`src/rtl/spi_gen_pkg.sv`:
```
// Shared definitions for the generic SPI slave: FSM state encodings and the
// two-bit command codes carried at the head of every frame.
package spi_gen_pkg;

    typedef logic [2:0] state_t;

    localparam state_t ST_IDLE     = 3'd0;
    localparam state_t ST_RECV     = 3'd1;
    localparam state_t ST_TX_WAIT  = 3'd2;
    localparam state_t ST_TX_SHIFT = 3'd3;
    localparam state_t ST_DONE     = 3'd4;

    localparam logic [1:0] CMD_WR_ADDR = 2'b00;
    localparam logic [1:0] CMD_WR_DATA = 2'b01;
    localparam logic [1:0] CMD_RD_ADDR = 2'b10;
    localparam logic [1:0] CMD_RD_DATA = 2'b11;

endpackage

```
`src/rtl/spi_piso.sv`:
```
// Load-and-shift serialiser for the MISO path. The first bit appears on the
// load edge; each shift edge presents the next bit; otherwise the output idles at 0.
module spi_piso #(
    parameter int DATA_W    = 8,
    parameter int LSB_FIRST = 0
) (
    input  logic              clk,
    input  logic              rst,
    input  logic              load,
    input  logic              shift,
    input  logic [DATA_W-1:0] data,
    output logic              miso
);

    logic [DATA_W-1:0] sh_q;
    logic [DATA_W-1:0] sh_d;
    logic              miso_q;
    logic              miso_d;

    // Next-bit selection; sh_q always holds the bits not yet presented.
    always_comb begin
        sh_d   = sh_q;
        miso_d = 1'b0;
        if (load) begin
            if (LSB_FIRST != 0) begin
                miso_d = data[0];
                sh_d   = data >> 1;
            end else begin
                miso_d = data[DATA_W-1];
                sh_d   = data << 1;
            end
        end else if (shift) begin
            if (LSB_FIRST != 0) begin
                miso_d = sh_q[0];
                sh_d   = sh_q >> 1;
            end else begin
                miso_d = sh_q[DATA_W-1];
                sh_d   = sh_q << 1;
            end
        end else begin
            miso_d = 1'b0;
        end
    end

    // Shift register and registered MISO.
    always_ff @(posedge clk or posedge rst) begin
        if (rst) begin
            sh_q   <= '0;
            miso_q <= 1'b0;
        end else begin
            sh_q   <= sh_d;
            miso_q <= miso_d;
        end
    end

    assign miso = miso_q;

endmodule

```
`src/rtl/spi_slave_gen.sv`:
```
// SPI slave sampling SS_n/MOSI on clk: receives {cmd, payload} frames and
// answers read-data commands with tx_data serialised on MISO.
module spi_slave_gen
    import spi_gen_pkg::*;
#(
    parameter int PAY_W     = 8,
    parameter int DATA_W    = 8,
    parameter int LSB_FIRST = 0
) (
    input  logic              clk,
    input  logic              rst,
    input  logic              SS_n,
    input  logic              MOSI,
    output logic              MISO,
    output logic [PAY_W+1:0]  rx_data,
    output logic              rx_valid,
    input  logic [DATA_W-1:0] tx_data,
    input  logic              tx_valid,
    output logic              frame_abort,
    output logic              seq_err
);

    localparam int FRAME_W = PAY_W + 2;
    localparam int BW      = $clog2(FRAME_W + 1);
    localparam int TW      = $clog2(DATA_W + 1);
    localparam logic [BW-1:0] LAST_BIT = BW'(FRAME_W - 1);
    localparam logic [TW-1:0] TX_LAST  = TW'(DATA_W);

    state_t               state_q, state_d;
    logic [BW-1:0]        bit_cnt_q, bit_cnt_d;
    logic [TW-1:0]        tx_cnt_q, tx_cnt_d;
    logic [FRAME_W-2:0]   rx_shift_q, rx_shift_d;
    logic [FRAME_W-1:0]   rx_data_q, rx_data_d;
    logic                 rx_valid_q, rx_valid_d;
    logic                 abort_q, abort_d;
    logic                 seq_err_q, seq_err_d;
    logic                 rd_addr_seen_q, rd_addr_seen_d;
    logic                 piso_load_s;
    logic                 piso_shift_s;
    logic [FRAME_W-1:0]   frame_s;
    logic [1:0]           cmd_s;
    logic [PAY_W-1:0]     pay_s;

    assign frame_s = {rx_shift_q, MOSI};
    assign cmd_s   = frame_s[FRAME_W-1 -: 2];

    // The shifter always fills from the right, so LSB-first payloads are mirrored here.
    always_comb begin
        pay_s = frame_s[PAY_W-1:0];
        if (LSB_FIRST != 0) begin
            for (int i = 0; i < PAY_W; i++) begin
                pay_s[i] = frame_s[PAY_W-1-i];
            end
        end else begin
            pay_s = frame_s[PAY_W-1:0];
        end
    end

    // Frame FSM; SS_n high outranks frame completion on the same edge.
    always_comb begin
        state_d        = state_q;
        bit_cnt_d      = bit_cnt_q;
        tx_cnt_d       = tx_cnt_q;
        rx_shift_d     = rx_shift_q;
        rx_data_d      = rx_data_q;
        rd_addr_seen_d = rd_addr_seen_q;
        rx_valid_d     = 1'b0;
        abort_d        = 1'b0;
        seq_err_d      = 1'b0;
        piso_load_s    = 1'b0;
        piso_shift_s   = 1'b0;
        if (SS_n && (state_q != ST_IDLE)) begin
            state_d   = ST_IDLE;
            bit_cnt_d = '0;
            tx_cnt_d  = '0;
            abort_d   = ((state_q == ST_RECV) && (bit_cnt_q != '0)) ||
                        (state_q == ST_TX_WAIT) || (state_q == ST_TX_SHIFT);
        end else begin
            case (state_q)
                ST_IDLE: begin
                    if (!SS_n) begin
                        state_d   = ST_RECV;
                        bit_cnt_d = '0;
                    end else begin
                        state_d = ST_IDLE;
                    end
                end
                ST_RECV: begin
                    rx_shift_d = frame_s[FRAME_W-2:0];
                    bit_cnt_d  = bit_cnt_q + BW'(1);
                    if (bit_cnt_q == LAST_BIT) begin
                        rx_data_d  = {cmd_s, pay_s};
                        rx_valid_d = 1'b1;
                        case (cmd_s)
                            CMD_RD_DATA: begin
                                state_d        = ST_TX_WAIT;
                                seq_err_d      = !rd_addr_seen_q;
                                rd_addr_seen_d = 1'b0;
                            end
                            CMD_RD_ADDR: begin
                                state_d        = ST_DONE;
                                rd_addr_seen_d = 1'b1;
                            end
                            CMD_WR_ADDR, CMD_WR_DATA: state_d = ST_DONE;
                            default:                  state_d = ST_DONE;
                        endcase
                    end else begin
                        state_d = ST_RECV;
                    end
                end
                ST_TX_WAIT: begin
                    if (tx_valid) begin
                        piso_load_s = 1'b1;
                        tx_cnt_d    = TW'(1);
                        state_d     = ST_TX_SHIFT;
                    end else begin
                        state_d = ST_TX_WAIT;
                    end
                end
                ST_TX_SHIFT: begin
                    if (tx_cnt_q == TX_LAST) begin
                        state_d = ST_DONE;
                    end else begin
                        piso_shift_s = 1'b1;
                        tx_cnt_d     = tx_cnt_q + TW'(1);
                    end
                end
                ST_DONE: state_d = ST_DONE;
                default: state_d = ST_IDLE;
            endcase
        end
    end

    // State, counters and registered status outputs.
    always_ff @(posedge clk or posedge rst) begin
        if (rst) begin
            state_q        <= ST_IDLE;
            bit_cnt_q      <= '0;
            tx_cnt_q       <= '0;
            rx_shift_q     <= '0;
            rx_data_q      <= '0;
            rx_valid_q     <= 1'b0;
            abort_q        <= 1'b0;
            seq_err_q      <= 1'b0;
            rd_addr_seen_q <= 1'b0;
        end else begin
            state_q        <= state_d;
            bit_cnt_q      <= bit_cnt_d;
            tx_cnt_q       <= tx_cnt_d;
            rx_shift_q     <= rx_shift_d;
            rx_data_q      <= rx_data_d;
            rx_valid_q     <= rx_valid_d;
            abort_q        <= abort_d;
            seq_err_q      <= seq_err_d;
            rd_addr_seen_q <= rd_addr_seen_d;
        end
    end

    spi_piso #(
        .DATA_W    (DATA_W),
        .LSB_FIRST (LSB_FIRST)
    ) u_piso (
        .clk   (clk),
        .rst   (rst),
        .load  (piso_load_s),
        .shift (piso_shift_s),
        .data  (tx_data),
        .miso  (MISO)
    );

    assign rx_data     = rx_data_q;
    assign rx_valid    = rx_valid_q;
    assign frame_abort = abort_q;
    assign seq_err     = seq_err_q;

endmodule

```
`config.mk`:
```
export PLATFORM = sky130hd
export DESIGN_NAME = spi_slave_gen
export DESIGN_NICKNAME = d
export VERILOG_FILES = /design/src/rtl/spi_gen_pkg.sv /design/src/rtl/spi_piso.sv /design/src/rtl/spi_slave_gen.sv
export SDC_FILE = /design/constraint.sdc
export NUM_CORES = 1
export LEC_CHECK = 0
export ABC_AREA = 1
export CORE_MARGIN = 5
export CORE_UTILIZATION = 49
export DETAILED_ROUTE_END_ITERATION = 10
export MAX_ROUTING_LAYER = met4
export PLACE_DENSITY = 0.75
export SYNTH_ARGS = -nofsm -noshare
export SYNTH_HDL_FRONTEND = slang
export SYNTH_SLANG_ARGS = --single-unit
```
`constraint.sdc`:
```
create_clock -name clk -period 1.25 [get_ports clk]
set_input_delay 0.3125 -clock clk [delete_from_list [all_inputs] [get_ports clk]]
set_output_delay 0.3125 -clock clk [all_outputs]
set_load 0.005 [all_outputs]
```
==> results.json <==
{
  "ys_ff_latch": 42,
  "vias_per_cell": 5.01,
  "yosys.area_share.adder_pct": 3.04,
  "synth.most_common_cell": "nand2_1",
  "r2r_cells": 8,
  "timing.rr.end": "rx_data[8]$_DFFE_PP0P_",
  "max_slew.worst_pin.slew_ns": 0.306,
  "post-place-ws_ns": -0.345,
  "net-switching-power_mw": 1.51,
  "fill_cells": 272,
  "ys.flop_type": "dfrtp_1",
  "maxCapViolations": 0,
  "r2r_setup_slack_ns": -0.10,
  "pin_count": 27,
  "syn_avg_cell_area_um2": 8.59,
  "synthMuxAreaShare_pct": 0,
  "grt_pass1_wl_um": 7600,
  "first_global_vias": 1691,
  "drc": 0,
  "synth_top_family_by_area": "simple AND/OR/NAND/NOR gates",
  "clock_sinks": 42,
  "cts_tree": "built",
  "finalMaxSlewViolations": 0,
  "setup_viol": 32,
  "grt_overflow_total": 0,
  "yosys.area_share.xor_xnor_pct": 0.425,
  "intPower_mw": 2.79,
  "yosysTopAreaCell": "dfrtp_1",
  "fin_cells": 361,
  "multi_input_area_mm2": 0.00104,
  "drtIter0Drc": 87,
  "drtAntennaViolNets": 0,
  "ir_drop_mv": 1.08,
  "cts-root-buf": "clkbuf_8",
  "area_growth_pct": 47.2,
  "ff_latch_area_mm2": 0.00105,
  "fin_crit_ns": 1.35,
  "clock_skew_ns": 0.00861,
  "die_x_um": 74.9,
  "power_leakage_nw": 1.52,
  "netlist_instances": 240,
  "synth_commonest_cells": "nand2_1 (78), dfrtp_1 (42), inv_1 (34), o21ai_0 (21), nand3_1 (9)",
  "timing.rr.start": "bit_cnt_q[1]$_DFFE_PP0P_",
  "cts_htree_levels": 2,
  "cp_max_fo": 6,
  "fin_crit_sh_pct": 108,
  "coreArea_mm2": 0.00403,
  "grt_start_max_net_pins": 43,
  "power_frac_clock_pct": 21.0,
  "start_util_pct": 51.1,
  "violations": "negative setup slack",
  "hold_path_class": "input pin to async pin",
  "pwr-share-seq_pct": 44.1,
  "tns_ns": -1.85,
  "critPathCaptureType": "register",
  "p_comb_share_pct": 34.9,
  "ys_types": 23,
  "finalHoldViolations": 0,
  "dp_cells": 337,
  "yosys_warnings": 0,
  "yosys.area_share.simple_pct": 26.6,
  "rsz0062_at_grt": "true",
  "relSlewSlack_pct": 79.4,
  "port_buffers": 26,
  "drt_first_pass_iters": 4,
  "clk_latency_ns": 0.30,
  "fin_util_pct": 75.3,
  "start_kind": "register",
  "vias": 1807,
  "synth_seq_area_share_pct": 51.0,
  "synth_edf_count": 0,
  "fmax_ghz": 0.740,
  "drive_gt1_share_pct": 38.3,
  "clk_pin_slew_worst_paths_ns": 0.08,
  "antenna_found_initial": 0,
  "insertedDiodeCount": 0,
  "crit_type": "register to register",
  "row_count": 23,
  "syn_nets": 258,
  "gp_congestion": 0.821,
  "p_total_mw": 4.30,
  "routed_wl_um": 4920,
  "synth-compound-area-share_pct": 9.78,
  "cts_inserted_buffers": 5,
  "status": "complete, but fails checks",
  "swShare_pct": 35.1,
  "wire_per_inst_um": 13.6,
  "clockBufferDepth": 2,
  "die-area_mm2": 0.00560,
  "p_per_area_mw_per_mm2": 1420,
  "async_flop_share_pct": 100,
  "synth.top_cell.area_share_pct": 51.0,
  "synth.area.top_cells": "dfrtp_1 (51%), nand2_1 (14%), inv_1 (6.2%), o21ai_0 (5.1%), ha_1 (3.0%)",
  "syn_area_mm2": 0.00206,
  "hpwl_um": 3190,
  "die-height_um": 74.9,
  "cp_data_required_time_ns": 1.43,
  "setup_ws_ns": -0.102,
  "finalNetCount": 328,
  "grt_usage_pct": 18.6,
  "critPathArrivalTime_ns": 1.53
}
[critical path, stage by stage, from the launching register on]
cell and delay (ns):
dfrtp_1 0.40, inv_2 0.08, ha_4 0.13, nand3_4 0.07, nor2_4 0.17, nand2_4 0.11
buf_12 0.17, nand2_2 0.04, o21ai_1 0.05
[what timing repair did]
item                                    CTS  global route
endpoints found under the setup margin   50            46
hold buffers                              0             0
gates cloned                              0             1
gates resized for setup                  60            56
pin swaps                                 9             7
buffers inserted                          6            10
[layer usage]
layer	GRT usage, %	routed length (um)	vias up
li1	-	-	897
met1	23.9	2120	877
met2	29.4	2610	26
met3	4.54	140	7
met4	5.34	54	0
met5	-	0	-
[layout make-up]
cell class | count | area share, %
Inverter | 39 | 5.61
Clock inverter | 1 | 0.165
Multi-Input combinational cell | 156 | 34.2
Timing Repair Buffer | 66 | 20.4
Sequential cell | 42 | 34.7
Clock buffer | 7 | 2.85
Tap cell | 50 | 2.06
[placed cells by master, fill, tap and decap left out, drive strengths merged]
master and n:
a21oi 1, nand2 84, clkinvlp 1, clkbuf 13, xor2 1, clkdlybuf4s15 9
clkdlybuf4s50 11, nand3 11, nand4 6, ha 5, inv 37, buf 39
a31oi 3, clkinv 2, o21ai 31, nor2 11, or2 1, dfrtp 42
nor3 2, dlygate4sd2 1
[kinds of logic (layout without fill, tap and decap cells)]
group,after synthesis,count (layout)
AND/OR/NAND/NOR,115,115
AO/OA/AOI/OAI,35,35
XOR/XNOR,1,1
flip-flops,42,42
buffers and inverters,42,113
adder cells (fa/ha/maj),5,5
[registers in the layout, indices dropped and copies added, names as in the netlist]
| name | cells |
|---|---|
| u_piso.sh_q | 7 |
| rx_data | 10 |
| rx_valid | 1 |
| state_q | 3 |
| u_piso.miso | 1 |
| seq_err | 1 |
| bit_cnt_q | 4 |
| rx_shift_q | 9 |
| frame_abort | 1 |
| tx_cnt_q | 4 |
| rd_addr_seen_q | 1 |
[power by group through the flow]
stage	registers, mW	logic (mW)	clock network [mW]
final	1.89	1.50	0.901
after global routing	1.93	1.66	0.989
after CTS	1.89	1.24	0.924
after detailed placement	1.89	1.16	0
after global placement	1.88	1.12	0
after floorplan	1.86	0.797	0
[metrics by stage]
step,hold WS (ns),area [um^2]
floorplan,0.304,2090
detailed placement,0.457,2590
finish,0.412,3030
CTS,0.424,2820
global placement,0.455,2590
global route,0.435,3030
[worst max-delay path by stage]
stage                                  start                         end  slack, ns  cells after the start
floorplan             state_q[1]$_DFFE_PP0P_      rx_data[7]$_DFFE_PP0P_     -0.006                      7
CTS                   state_q[1]$_DFFE_PP0P_  u_piso.sh_q[6]$_DFFE_PP0P_      -0.06                      8
detailed placement                      SS_n  u_piso.sh_q[2]$_DFFE_PP0P_      -0.34                      7
global route        bit_cnt_q[1]$_DFFE_PP0P_      rx_data[9]$_DFFE_PP0P_      -0.18                      8
finish              bit_cnt_q[1]$_DFFE_PP0P_      rx_data[8]$_DFFE_PP0P_      -0.10                      8
global placement                        SS_n  u_piso.sh_q[7]$_DFFE_PP0P_      -0.29                      7
No activity file was read; power rests on OpenSTA's default activity.
